[config.mk]
export PLATFORM = sky130hd
export DESIGN_NAME = st2_bist_ctrl
export DESIGN_NICKNAME = d
export VERILOG_FILES = /design/src/rtl/st2_bist_ctrl.sv
export SDC_FILE = /design/constraint.sdc
export NUM_CORES = 1
export LEC_CHECK = 0
export BUFFER_PORTS_ARGS = -buffer_cell sky130_fd_sc_hd__clkbuf_2
export CAP_MARGIN = 10
export CORE_MARGIN = 8
export CORE_UTILIZATION = 55
export CTS_BUF_LIST = sky130_fd_sc_hd__clkbuf_4
export CTS_CLUSTER_DIAMETER = 60
export DETAILED_ROUTE_END_ITERATION = 8
export GPL_TIMING_DRIVEN = 0
export PLACE_DENSITY = 0.77
export SYNTH_ARGS = -nofsm -noshare
export SYNTH_HDL_FRONTEND = slang
export SYNTH_SLANG_ARGS = --single-unit
[constraint.sdc]
create_clock -name clk -period 6.25 [get_ports clk]
set_input_delay 1.25 -clock clk [delete_from_list [all_inputs] [get_ports clk]]
set_output_delay 1.25 -clock clk [all_outputs]
set_load 0.03 [all_outputs]
[src/rtl/st2_bist_ctrl.sv]
// BIST controller for the Stage 2 four-input sequential CUT.
// Flushes the CUT with a fixed vector, then drives LFSR patterns onto A..D
// and compacts the Y response into an 8-bit MISR signature.
module st2_bist_ctrl #(
  parameter int unsigned NUM_PATTERNS = 255,
  parameter int unsigned FLUSH_CYCLES = 4,
  parameter logic [3:0]  FLUSH_VEC    = 4'b0000,
  parameter logic [7:0]  SEED         = 8'h01,
  parameter logic [7:0]  GOLDEN_SIG   = 8'h00
) (
  input  logic       clk,
  input  logic       rst_n,
  input  logic       start,
  input  logic       abort,
  input  logic       cut_y,
  output logic       cut_a,
  output logic       cut_b,
  output logic       cut_c,
  output logic       cut_d,
  output logic       busy,
  output logic       done,
  output logic       pass,
  output logic [7:0] signature,
  output logic [7:0] pat_cnt
);

  typedef enum logic [1:0] {
    IDLE  = 2'd0,
    FLUSH = 2'd1,
    RUN   = 2'd2,
    DONE  = 2'd3
  } state_t;

  localparam logic [7:0] LAST_PAT   = 8'(NUM_PATTERNS - 1);
  localparam logic [3:0] LAST_FLUSH = 4'(FLUSH_CYCLES - 1);

  state_t     state_q;
  logic [7:0] lfsr_q;
  logic [7:0] misr_q;
  logic [7:0] pat_cnt_q;
  logic [3:0] flush_cnt_q;
  logic [3:0] cut_q;
  logic       busy_q;
  logic       done_q;
  logic       pass_q;

  logic [7:0] lfsr_d;
  logic [7:0] misr_d;

  // Next LFSR and MISR values (x^8+x^6+x^5+x^4+1), MISR folding in Y
  assign lfsr_d = {lfsr_q[6:0], lfsr_q[7] ^ lfsr_q[5] ^ lfsr_q[4] ^ lfsr_q[3]};
  assign misr_d = {misr_q[6:0], misr_q[7] ^ misr_q[5] ^ misr_q[4] ^ misr_q[3] ^ cut_y};

  // Control FSM with all CUT drives and status flags registered
  always_ff @(posedge clk) begin
    if (!rst_n) begin
      state_q     <= IDLE;
      lfsr_q      <= SEED;
      misr_q      <= 8'h00;
      pat_cnt_q   <= 8'h00;
      flush_cnt_q <= 4'h0;
      cut_q       <= FLUSH_VEC;
      busy_q      <= 1'b0;
      done_q      <= 1'b0;
      pass_q      <= 1'b0;
    end else if (abort) begin
      state_q <= IDLE;
      cut_q   <= FLUSH_VEC;
      busy_q  <= 1'b0;
      done_q  <= 1'b0;
      pass_q  <= 1'b0;
    end else begin
      case (state_q)
        IDLE, DONE: begin
          if (start) begin
            state_q     <= FLUSH;
            lfsr_q      <= SEED;
            misr_q      <= 8'h00;
            pat_cnt_q   <= 8'h00;
            flush_cnt_q <= 4'h0;
            cut_q       <= FLUSH_VEC;
            busy_q      <= 1'b1;
            done_q      <= 1'b0;
            pass_q      <= 1'b0;
          end
        end
        FLUSH: begin
          flush_cnt_q <= flush_cnt_q + 4'd1;
          if (flush_cnt_q == LAST_FLUSH) begin
            cut_q   <= lfsr_q[3:0];
            lfsr_q  <= lfsr_d;
            state_q <= RUN;
          end
        end
        RUN: begin
          misr_q    <= misr_d;
          pat_cnt_q <= pat_cnt_q + 8'd1;
          if (pat_cnt_q == LAST_PAT) begin
            state_q <= DONE;
            cut_q   <= FLUSH_VEC;
            busy_q  <= 1'b0;
            done_q  <= 1'b1;
            pass_q  <= (misr_d == GOLDEN_SIG);
          end else begin
            cut_q  <= lfsr_q[3:0];
            lfsr_q <= lfsr_d;
          end
        end
        default: begin
          state_q <= IDLE;
          cut_q   <= FLUSH_VEC;
          busy_q  <= 1'b0;
          done_q  <= 1'b0;
          pass_q  <= 1'b0;
        end
      endcase
    end
  end

  assign cut_a     = cut_q[3];
  assign cut_b     = cut_q[2];
  assign cut_c     = cut_q[1];
  assign cut_d     = cut_q[0];
  assign busy      = busy_q;
  assign done      = done_q;
  assign pass      = pass_q;
  assign signature = misr_q;
  assign pat_cnt   = pat_cnt_q;

endmodule
== Word-level counts from Yosys, hierarchy flattened ==
Index checks and enable logic that the tools add are counted.
Cells by class
  add/sub/neg operators: 2
  equal/unequal tests: 9
  mux-type cells: 24
  bitwise gates (word level): 9
  reduce and logical (&&, ||, !) cells: 12
Operator list (number)
  $mux W8: 4
  $pmux W8 S2: 2
  $pmux W8 S3: 1
  $mux W4: 3
  $pmux W4 S3: 1
  $reduce_and A3 Y1: 4
  $add A8 B1 Y8 const B: 1
  $eq A8 B8 Y1 const B: 1
  $logic_not A8 Y1: 1
  $ne A2 B2 Y1 const B: 4
  $pmux W4 S2: 1
  $xor A1 B1 Y1: 7
  $mux W2: 3
  $pmux W1 S2: 3
  $pmux W2 S3: 1
  $mux W1: 5
  $add A4 B1 Y4 const B: 1
  $eq A2 B2 Y1 const B: 2
  $eq A4 B2 Y1 const B: 1
  $reduce_and A4 Y1: 1
  $reduce_bool A2 Y1: 2
  $reduce_or A2 Y1: 2
  $eq A2 B1 Y1 const B: 1
  $logic_not A2 Y1: 1
  other kinds (2): 3
Storage, ports and cells
  bits in registers: 37

== Logic depth before layout (Yosys ltp) ==
Gate-level depths: netlist of the first run.
  depth in word-level cells: 7
  mapped depth: 8
  depth with buffers taken out: 6

== Worst setup path after synthesis of the first run ==
Ideal clock, no wire load.
  path kind: input to register
  start point: input port abort
  end point: register pat_cnt_q[7] (netlist: pat_cnt[7])
  arrival: 2467 ps
  required time: 6129 ps
  slack: 3662 ps
  stages: 4
  buffers on the path: 1
  path through: clkbuf_1 or3_4 nor4_1 mux2_2
Between the ends
  word-level cells in the longest chain between the ends: 2
RTL lines
  from (decl): line 14  | input logic abort,
  $not A1 Y1 (no source line)
  $reduce_and A3 Y1 (no source line)
  to (signal assigned): line 97  | pat_cnt_q <= pat_cnt_q + 8'd1;
  to (decl): line 40  | logic [7:0] pat_cnt_q;
Every way passes these cells.
A chain may end at the register's enable or synchronous reset.

== Worst setup path in the final report of the first run ==
Same ends and word-level chain as after synthesis.

==> key figures, run 1 <==
Layout
  – Fillers: ~330
  – Commonest non-fill, non-tap cell in the layout: dfxtp_1
  – Multi-input gate area: roughly 0.0011 mm²
  – Most frequent cells in the layout: dfxtp_1 (37), nand2_1 (31), clkbuf_2 (26)
  – ANT cells: 0
  – Design area: between 0.002 and 0.0025 mm²
  – Area grow syn2layout: 12.6%
  – Final net count: about 260
  – Layout cell share with drive strength beyond 1: 0.187
  – Final Util: 0.640
  – Sequential cell area: ~740 µm²
  – Post-Layout Cell Count: a little under 300

Pwr
  – Switching share of power: 0.281
  – Power Density: 204 mW/mm²
  – Logic pwr share: 0.159
  – P_int: between 300 and 400 µW
  – Switching power: about 120 µW
  – Max IR drop VDD: ~0.15 mV
  – Clock share of power: 0.278
  – Share of power burned in registers: 0.563
  – Total Power: 432 µW
  – Leak: a little over 0.8 nW

Drt
  – DR iter-0 viols: 119
  – Residual DRC count: 0
  – Wirelength per Cell: around 14 µm
  – Vias: 1573
  – Pre-antenna DRT Iters: 4
  – Via/cell ratio: between 5 and 6
  – Final wirelength: between 4000 and 5000 µm
  – Final ANT Viol Nets: 0

Worst setup path
  – Cell Chain, Critical Path: clkbuf_1 > or3_4 > nor4_1 > mux2_2
  – Critical-path top delay cell: or3_4
  – CP required: approximately 6.5 ns
  – Data arrival time of the worst path: 2.61 ns
  – Flop-to-flop setup slack: slightly above 4 ns
  – Largest stage delay, worst path: ~0.46 ns
  – Endpoint type of the worst setup path: register
  – Critical path fanouts, max: 10
  – Setup CP Type: input port to register
  – Setup crit start kind: input port

Global routing
  – First-pass GRT wire length: a little under 7000 µm
  – Largest net degree at the start of global routing: 11
  – GR Util met2: 0.254
  – M3 GR Usage: 0.0391
  – Initial antenna violation count: 0
  – GRT met1 Usage: 0.196
  – Grt peak-use layer: met2
  – Vias in the first global route: between 1000 and 1500
  – GRT Total Usage: 0.157
  – Total gr overflow: 0

Placement
  – Dpl cells: 285
  – Dpl hpwl: 2970 µm
  – Pre-CTS WS: roughly 3.5 ns
  – Routability Congestion: 0.795
  – Area after DPL: between 0.002 and 0.0025 mm²
  – Port buffer count: 26

Synthesis
  – Sequential cell area fraction in the yosys report: 0.393
  – Synthesized area: 0.00188 mm²
  – Synthesized area per cell: between 8 and 9 µm²
  – Largest family of logic cells by synthesized area: simple AND/OR/NAND/NOR gates
  – Register bit total from synthesis: 37
  – Synthesized-area fraction occupied by adder cells: 0.0465
  – Mux contribution to synthesized area: 0.0432
  – Number of distinct library cells after synthesis: 46
  – Mapped Cells: 213
  – Xor/xnor share of the synthesized area: 0.0465
  – Post-synthesis simple-gate area fraction: 0.279
  – YS warnings: 0
  – Mapped Nets: 225
  – Compound-gate portion of the synthesized area: 0.155

Clocking
  – Postcts setup bufs: 0
  – Clock sinks: 37
  – Cts-stage hold buffer count: 0
  – Max Root-Sink Buffers: 2
  – Root Buffer: clkbuf_4
  – Later-pin clock latency in the skew report: between 0.3 and 0.4 ns
  – CTS clk-pin slew, worst paths: 0.11 ns
  – PostCTS Resize Cnt: 0
  – CTS tree: yes
  – Num CTS Buffers: 5
  – H-Tree Depth: 2

STA
  – Max_slew headroom: 0.490
  – RSZ-0062 raised after global routing: false
  – FMAX: 422 MHz
  – Final Setup Violations: 0
  – Max-slew violation count: 0
  – TNS Setup: 0 ns
  – Final worst path period share: 0.379
  – Fin worst setup slack: between 3 and 4 ns
  – Final hold violations: 0
  – Worst-Margin Slew: 0.757 ns
  – Hold WS: between 0.4 and 0.5 ns
  – Worst clock skew: 0.0104 ns
  – Min Tclk post-route: roughly 2.4 ns

Die
  – Initial Utilization: 0.569
  – Die height: 74.5 µm
  – Die area: ~0.0056 mm²
  – Total core area: 0.00331 mm²
  – Die X: 74.5 µm
  – Site Rows: 21
  – Ports: 28

Worst hold path
  – Worst hold path type: register to register

Flow run
  – Max cap viols: 0

Run status
  – Outcome: finished clean
[critical path, delay by kind of cell]
kind                   cells  cell delay (ns)
AND/OR/NAND/NOR            2             0.79
buffers and inverters      1             0.20
multiplexers               1             0.37
[flip-flops by register name, indices dropped and copies added (netlist names)]
| register | flops |
|---|---|
| signature | 8 |
| pat_cnt | 8 |
| pass | 1 |
| done | 1 |
| busy | 1 |
| lfsr_q | 8 |
| flush_cnt_q | 4 |
| cut_q | 4 |
| state_q | 2 |
[cell usage after synthesis, drive strengths merged]
cell,count,area (µm²)
a211oi,2,15.0
a21boi,13,97.6
a21o,1,7.51
a21oi,6,33.8
a31o,1,8.76
a31oi,5,31.3
a32o,1,10.0
and2,1,6.26
and3,3,18.8
and4,1,8.76
buf,1,11.3
clkbuf,9,33.8
dfxtp,37,741
ha,7,87.6
inv,6,22.5
mux2,1,11.3
mux2i,7,70.1
nand2,32,123
nand2b,2,12.5
nand3,15,75.1
nand3b,7,52.6
nand4,3,18.8
nand4b,1,8.76
nor2,6,22.5
nor2b,7,51.3
nor3,3,20.0
nor3b,1,7.51
nor4,4,25.0
o211a,2,20.0
o211ai,1,7.51
o21a,1,7.51
o21ai,2,10.0
o22ai,2,12.5
o31ai,2,15.0
o41ai,1,16.3
or3,3,23.8
or3b,5,43.8
or4,1,7.51
xnor2,9,78.8
xor2,1,8.76
[logic make-up after synthesis]
family / count (synthesis)
buffers and inverters: 16
AND/OR/NAND/NOR: 95
XOR/XNOR: 10
flip-flops: 37
multiplexers: 8
adder cells (fa/ha/maj): 7
AO/OA/AOI/OAI: 40
[power groups by stage]
stage | Clock (mW) | Sequential (mW) | Combinational, mW
6_report | 0.120 | 0.243 | 0.0688
5_1_grt | 0.133 | 0.244 | 0.0759
4_1_cts | 0.123 | 0.243 | 0.0687
3_5_place_dp | 0 | 0.248 | 0.0683
3_3_place_gp | 0 | 0.248 | 0.0674
2_1_floorplan | 0 | 0.251 | 0.0503
[per-layer routing]
| layer | wire, µm | vias to the layer above |
|---|---|---|
| met5 | 0 | - |
| li1 | - | 822 |
| met2 | 1810 | 19 |
| met1 | 2010 | 725 |
| met3 | 160 | 7 |
| met4 | 55 | 0 |
[area by class of cell]
type	count	area share
plain buffers	10	0.0213
clock buffers	6	0.0213
clock inverters	1	0.00177
inverters	6	0.0106
multi-input cells	160	0.507
flip-flops and latches	37	0.349
well taps	46	0.0272
repair buffers	26	0.0614
[final timing paths]
check	startpoint	endpoint	cells past startpoint
worst min register to register	lfsr_q[1]$_SDFFE_PN0P_	lfsr_q[1]$_SDFFE_PN0P_	2
worst max register to register	state_q[0]$_SDFFE_PP0P_	pat_cnt[7]$_SDFFE_PN0P_	7
worst min-delay path	lfsr_q[1]$_SDFFE_PN0P_	lfsr_q[1]$_SDFFE_PN0P_	2
worst max-delay path	abort	pat_cnt[7]$_SDFFE_PN0P_	4
Power figures use the tool's default switching activity.
==> run 2: changes to the inputs <==
--- a/config.mk
+++ b/config.mk
@@ -8,12 +8,12 @@
 export BUFFER_PORTS_ARGS = -buffer_cell sky130_fd_sc_hd__clkbuf_2
 export CAP_MARGIN = 10
 export CORE_MARGIN = 8
-export CORE_UTILIZATION = 55
+export CORE_UTILIZATION = 53
 export CTS_BUF_LIST = sky130_fd_sc_hd__clkbuf_4
 export CTS_CLUSTER_DIAMETER = 60
 export DETAILED_ROUTE_END_ITERATION = 8
 export GPL_TIMING_DRIVEN = 0
-export PLACE_DENSITY = 0.77
+export PLACE_DENSITY = 0.78
 export SYNTH_ARGS = -nofsm -noshare
 export SYNTH_HDL_FRONTEND = slang
 export SYNTH_SLANG_ARGS = --single-unit
==> constraint.sdc (replaced) <==
create_clock -name clk -period 2.05 [get_ports clk]
set_input_delay 0.41 -clock clk [delete_from_list [all_inputs] [get_ports clk]]
set_output_delay 0.41 -clock clk [all_outputs]
set_load 0.03 [all_outputs]
==> run 2 against run 1 <==
Global-route usage grew 0.20 points. Total power rose to 3.4 times the previous value. Clock skew shrank 0.0062 ns. Highest routed layer unchanged. Critical path type is now register to register. Critical endpoint unchanged. Combinational power grew to 3.3 times the previous value. Non-clock buffer count up 1. Setup slack worse by 3.8 ns. First-iteration DRC count fell by 40%. Die area grew 3.0%.
==> key figures, run 2 (synthesis results as in run 1) <==
Run status
  – Outcome: finished clean

Global routing
  – Initial antenna violation count: 0 (unchanged)
  – First-pass GRT wire length: 7120 µm (+3.8%)
  – Total gr overflow: 0 (unchanged)
  – Largest net degree at the start of global routing: 12 (+1)
  – Vias in the first global route: 1546 (+3.1%)
  – GRT Total Usage: 0.159 (+0.00196)

Clocking
  – H-Tree Depth: 2 (unchanged)
  – CTS tree: yes
  – Num CTS Buffers: 5 (unchanged)
  – Clock sinks: 37 (unchanged)
  – Max Root-Sink Buffers: 2 (unchanged)
  – Cts-stage hold buffer count: 0 (unchanged)
  – CTS clk-pin slew, worst paths: 0.11 ns (about the same)
  – Root Buffer: clkbuf_4
  – Later-pin clock latency in the skew report: 0.35 ns (about the same)

Layout
  – Final net count: 259 (+0.39%)
  – ANT cells: 0 (unchanged)
  – Area grow syn2layout: 16.8%
  – Design area: 0.00220 mm² (+3.8%)
  – Commonest non-fill, non-tap cell in the layout: dfxtp_1
  – Layout cell share with drive strength beyond 1: 0.218 (+0.0308)
  – Fillers: 303 (-6.8%)
  – Most frequent cells in the layout: dfxtp_1 (35), nand2_1 (31), clkbuf_2 (27)

Worst setup path
  – CP delay by family, top: simple AND/OR/NAND/NOR gates
  – Setup crit start kind: register
  – CP bufs+invs: 2 (+1)
  – Worst R2R Start: state_q[0]$_SDFFE_PP0P_
  – Setup CP Type: register to register
  – Crit path launch: state_q[0]$_SDFFE_PP0P_
  – Critical-path top delay cell: or3_4
  – Largest stage delay, worst path: 0.37 ns (-0.09 ns)
  – Cell Chain, Critical Path: inv_2 > ha_4 > nor2b_4 > buf_6 > or3_4 > nor4_4 > mux2_2
  – Endpoint type of the worst setup path: register
  – Critical path fanouts, max: 9 (-1)
  – Data arrival time of the worst path: 2.22 ns (-0.39 ns)
  – CP required: 2.30 ns (-4.19 ns)

STA
  – Final hold violations: 0 (unchanged)
  – Min Tclk post-route: ~2 ns
  – Max-slew violation count: 0 (unchanged)
  – Worst-Margin Slew: 0.749 ns (-0.00833 ns)
  – Max_slew headroom: 0.496 (+0.00647)
  – TNS Setup: 0 ns (unchanged)
  – Final Setup Violations: 0 (unchanged)
  – FMAX: roughly 500 MHz
  – Worst clock skew: 0.00425 ns (-0.00618 ns)
  – Final worst path period share: 0.963
  – RSZ-0062 raised after global routing: false

Drt
  – Final ANT Viol Nets: 0 (unchanged)
  – Residual DRC count: 0 (unchanged)
  – Pre-antenna DRT Iters: 4 (unchanged)
  – Final wirelength: 4060 µm (+0.45%)
  – Vias: 1664 (+5.8%)
  – Wirelength per Cell: 13.8 µm (-0.24%)
  – DR iter-0 viols: 71 (-40%)
  – Via/cell ratio: 5.66 (+5.1%)

Placement
  – Port buffer count: 26 (unchanged)
  – Area after DPL: 0.00207 mm² (unchanged)
  – Dpl hpwl: 2970 µm (about the same)
  – Routability Congestion: 0.808 (+1.6%)

Worst hold path
  – Worst hold path type: input port to register
  – HP Start: rst_n

Die
  – Die X: 75.6 µm (+1.5%)
  – Total core area: 0.00336 mm² (+1.6%)
  – Die height: 75.6 µm (+1.5%)
  – Site Rows: 21 (unchanged)
  – Die area: 0.00572 mm² (+3.0%)
  – Initial Utilization: 0.560 (-0.00889)
  – Ports: 28 (unchanged)

Pwr
  – Leak: 0.853 nW (+4.7%)
  – Power Density: 671 mW/mm² (+230%)
  – Max IR drop VDD: 0.509 mV (+230%)

Flow run
  – Max cap viols: 0 (unchanged)
run 2: changes by cell type in the layout (fill, tap and decap cells not counted), sizes merged:
cell / delta
bufinv: +1
buf: +1
run 2: final timing paths:
check | endpoint | slack (ns) | cells after the start
worst min-delay path | pat_cnt[3]$_SDFFE_PN0P_ | 0.40 | 3
worst max register to register | pat_cnt[7]$_SDFFE_PN0P_ | 0.07 | 7
worst max-delay path | pat_cnt[7]$_SDFFE_PN0P_ | 0.07 | 7
worst min register to register | lfsr_q[1]$_SDFFE_PN0P_ | 0.46 | 2
run 2: metrics by stage:
stage                util  worst slack (ns)  power (mW)  cells  hold WS, ns
floorplan               -          0.000572       0.918    213        0.433
global placement    0.616            -0.105       0.962    285        0.441
detailed placement  0.616            -0.163       0.966    285        0.450
CTS                 0.650            0.0467        1.48    294        0.416
global route        0.654            0.0247        1.54    294        0.405
finish              0.654            0.0749        1.47    294        0.399
run 2: power breakdown:
part | switching [mW] | internal, mW | leakage [nW]
logic | 0.138 | 0.0863 | 0.510
clock network | 0.242 | 0.267 | 0.0433
registers | 0.0103 | 0.731 | 0.300
total | 0.390 | 1.08 | 0.853
run 2: area by class of cell:
class / instances / area (µm²) / share of cell area
flip-flops and latches: 37 / 743 / 0.338
clock inverters: 2 / 33.8 / 0.0154
inverters: 6 / 22.5 / 0.0102
plain buffers: 10 / 46.3 / 0.0210
well taps: 46 / 57.6 / 0.0262
repair buffers: 27 / 138 / 0.0626
clock buffers: 6 / 45.0 / 0.0205
multi-input cells: 160 / 1110 / 0.506
run 2: routing by layer:
layer  global-route usage  vias to the layer above  part of all wire
met5                    0                        -                 0
met4               0.0768                        0             0.018
li1                     -                      835                 -
met2                0.245                       44              0.47
met3               0.0461                        8             0.060
met1                0.199                      777              0.45
run 2: what timing repair did:
action                     CTS  global route
setup endpoints to repair    5             3
gates resized for setup      4             5
hold endpoints to repair     0             0
pin swaps                    0             0
buffers inserted             1             0
run 2: worst reg2reg max path, cell delays in order (launching register included):
cell and delay, ns:
dfxtp_2 0.35, inv_2 0.05, ha_4 0.24, nor2b_4 0.12, buf_6 0.13, or3_4 0.37
nor4_4 0.27, mux2_2 0.35
==> run 3: changes to the inputs <==
--- a/config.mk
+++ b/config.mk
@@ -8,12 +8,12 @@
 export BUFFER_PORTS_ARGS = -buffer_cell sky130_fd_sc_hd__clkbuf_2
 export CAP_MARGIN = 10
 export CORE_MARGIN = 8
-export CORE_UTILIZATION = 53
+export CORE_UTILIZATION = 55
 export CTS_BUF_LIST = sky130_fd_sc_hd__clkbuf_4
 export CTS_CLUSTER_DIAMETER = 60
 export DETAILED_ROUTE_END_ITERATION = 8
 export GPL_TIMING_DRIVEN = 0
-export PLACE_DENSITY = 0.78
+export PLACE_DENSITY = 0.77
 export SYNTH_ARGS = -nofsm -noshare
 export SYNTH_HDL_FRONTEND = slang
 export SYNTH_SLANG_ARGS = --single-unit
==> constraint.sdc (replaced) <==
create_clock -name clk -period 2.2 [get_ports clk]
set_input_delay 0.44 -clock clk [delete_from_list [all_inputs] [get_ports clk]]
set_output_delay 0.44 -clock clk [all_outputs]
set_load 0.03 [all_outputs]
==> run 3 against run 2 <==
Clock skew is 0.0025 ns higher. Via count is 5.0% lower. Critical endpoint unchanged. Maximum frequency fell by 6.1%. Largest cell class unchanged. Register-to-register slack improved by 0.02 ns. Wire length down 0.74%. Sequential share of layout area increased by 0.75 points. Global-route usage down 0.20 points. Clock power decreased by 34%. Sequential cell count unchanged.
==> key figures, run 3 (synthesis results as in run 1) <==
Layout
  – Design area: 0.00215 mm² (-2.3%)
  – Final net count: 258 (-0.39%)
  – Final Util: 0.649 (-0.00511)
  – ANT cells: 0 (unchanged)
  – Area grow syn2layout: 14.1%
  – Commonest non-fill, non-tap cell in the layout: dfxtp_1
  – Layout cell share with drive strength beyond 1: 0.199 (-0.0186)
  – Most frequent cells in the layout: dfxtp_1 (36), nand2_1 (31), clkbuf_2 (26)

Drt
  – Residual DRC count: 0 (unchanged)
  – DR iter-0 viols: 130 (+83%)
  – Final ANT Viol Nets: 0 (unchanged)
  – Via/cell ratio: 5.41 (-4.3%)
  – Vias: 1581 (-5.0%)
  – Pre-antenna DRT Iters: 4 (unchanged)
  – Final wirelength: 4030 µm (-0.74%)
  – Wirelength per Cell: 13.8 µm (about the same)

STA
  – Final Setup Violations: 0 (unchanged)
  – FMAX: 475 MHz (-6.1%)
  – Final worst path period share: 0.956 (-0.00712)
  – Fin worst setup slack: 0.0960 ns (+0.0211 ns)
  – RSZ-0062 raised after global routing: false
  – Final hold violations: 0 (unchanged)
  – TNS Setup: 0 ns (unchanged)
  – Worst clock skew: 0.00673 ns (+0.00248 ns)
  – Max-slew violation count: 0 (unchanged)
  – Max_slew headroom: 0.519 (+0.0226)
  – Worst-Margin Slew: 0.715 ns (-0.0336 ns)
  – Min Tclk post-route: 2.10 ns (+0.129 ns)

Global routing
  – Largest net degree at the start of global routing: 11 (-1)
  – Vias in the first global route: 1502 (-2.8%)
  – First-pass GRT wire length: 6890 µm (-3.2%)
  – GRT met1 Usage: 0.196 (-0.00252)
  – Grt peak-use layer: met2
  – GRT Total Usage: 0.157 (-0.00196)
  – GR Util met2: 0.252 (+0.00625)
  – Initial antenna violation count: 0 (unchanged)
  – Total gr overflow: 0 (unchanged)
  – M3 GR Usage: 0.0404 (-0.00562)

Worst setup path
  – Critical path fanouts, max: 9 (unchanged)
  – Largest stage delay, worst path: 0.36 ns (about the same)
  – CP delay by family, top: simple AND/OR/NAND/NOR gates
  – Critical-path top delay cell: dfxtp_2
  – Setup crit start kind: register
  – Cell Chain, Critical Path: inv_1 > ha_1 > nor2b_4 > buf_6 > or3_4 > nor4_4 > mux2_2
  – Setup CP Type: register to register
  – Data arrival time of the worst path: 2.34 ns (+0.12 ns)
  – CP bufs+invs: 2 (unchanged)
  – CP required: 2.43 ns (+0.13 ns)
  – Endpoint type of the worst setup path: register

Clocking
  – CTS tree: yes
  – H-Tree Depth: 2 (unchanged)
  – Postcts setup bufs: 0 (-1)
  – Max Root-Sink Buffers: 2 (unchanged)
  – Root Buffer: clkbuf_4
  – CTS clk-pin slew, worst paths: 0.11 ns (about the same)
  – Clock sinks: 37 (unchanged)
  – Num CTS Buffers: 5 (unchanged)
  – Later-pin clock latency in the skew report: 0.33 ns (-0.02 ns)

Placement
  – Routability Congestion: 0.795 (-1.6%)
  – Area after DPL: 0.00207 mm² (unchanged)
  – Port buffer count: 26 (unchanged)
  – Dpl hpwl: 2970 µm (about the same)
  – Pre-CTS WS: -0.0184 ns (+0.144 ns)

Die
  – Ports: 28 (unchanged)
  – Initial Utilization: 0.569 (+0.00889)
  – Die area: 0.00555 mm² (-2.9%)
  – Total core area: 0.00331 mm² (-1.6%)
  – Die height: 74.5 µm (-1.4%)
  – Die X: 74.5 µm (-1.4%)
  – Site Rows: 21 (unchanged)

Pwr
  – Power Density: 572 mW/mm² (-15%)
  – Max IR drop VDD: 0.393 mV (-23%)
  – Leak: 0.832 nW (-2.5%)

Worst hold path
  – Worst hold path type: input port to register

Run status
  – Outcome: finished clean

Flow run
  – Max cap viols: 0 (unchanged)
run 3: worst paths after layout:
check                          startpoint                 endpoint  slack, ns  cells after the start
setup reg to reg  state_q[0]$_SDFFE_PP0P_  pat_cnt[7]$_SDFFE_PN0P_        0.1                      7
hold / removal                      rst_n  pat_cnt[2]$_SDFFE_PN0P_       0.45                      3
hold reg to reg    lfsr_q[1]$_SDFFE_PN0P_   lfsr_q[1]$_SDFFE_PN0P_       0.46                      2
setup / recovery  state_q[0]$_SDFFE_PP0P_  pat_cnt[7]$_SDFFE_PN0P_        0.1                      7
run 3: report_power, final:
part	switching [mW]	internal, mW
Clock	0.208	0.128
Combinational	0.127	0.0750
Sequential	0.00946	0.681
Total	0.344	0.884
run 3: per-layer routing:
metal	wire (µm)	share of wire	vias to the layer above
li1	-	-	823
met3	136	0.034	7
met5	0	0	-
met1	2010	0.50	731
met4	56	0.014	0
met2	1830	0.45	20
run 3: through the flow:
step | power [mW] | hold slack (ns) | cells
2_1_floorplan | 0.855 | 0.433 | 213
3_3_place_gp | 0.897 | 0.443 | 285
3_5_place_dp | 0.900 | 0.457 | 285
4_1_cts | 1.24 | 0.464 | 292
5_1_grt | 1.29 | 0.439 | 292
6_report | 1.23 | 0.447 | 292
run 3: tightest hold or removal path, stage by stage:
cell and delay (ns):
clkbuf_2 0.14, o41ai_4 0.12, nor2_1 0.05
run 3: repair_timing:
item	CTS	global route
endpoints found under the setup margin	1	2
hold buffers	0	0
resized for setup	1	6
endpoints found under the hold margin	0	0
run 3: area by class of cell:
class                           count  area (µm²)
Inverter                            6        22.5
Fill cell                         315        1160
Timing Repair Buffer               26         130
Tap cell                           46        57.6
Multi-Input combinational cell    160        1100
Buffer                             10        46.3
Clock inverter                      1        3.75
Clock buffer                        6        45.0
Sequential cell                    37         742
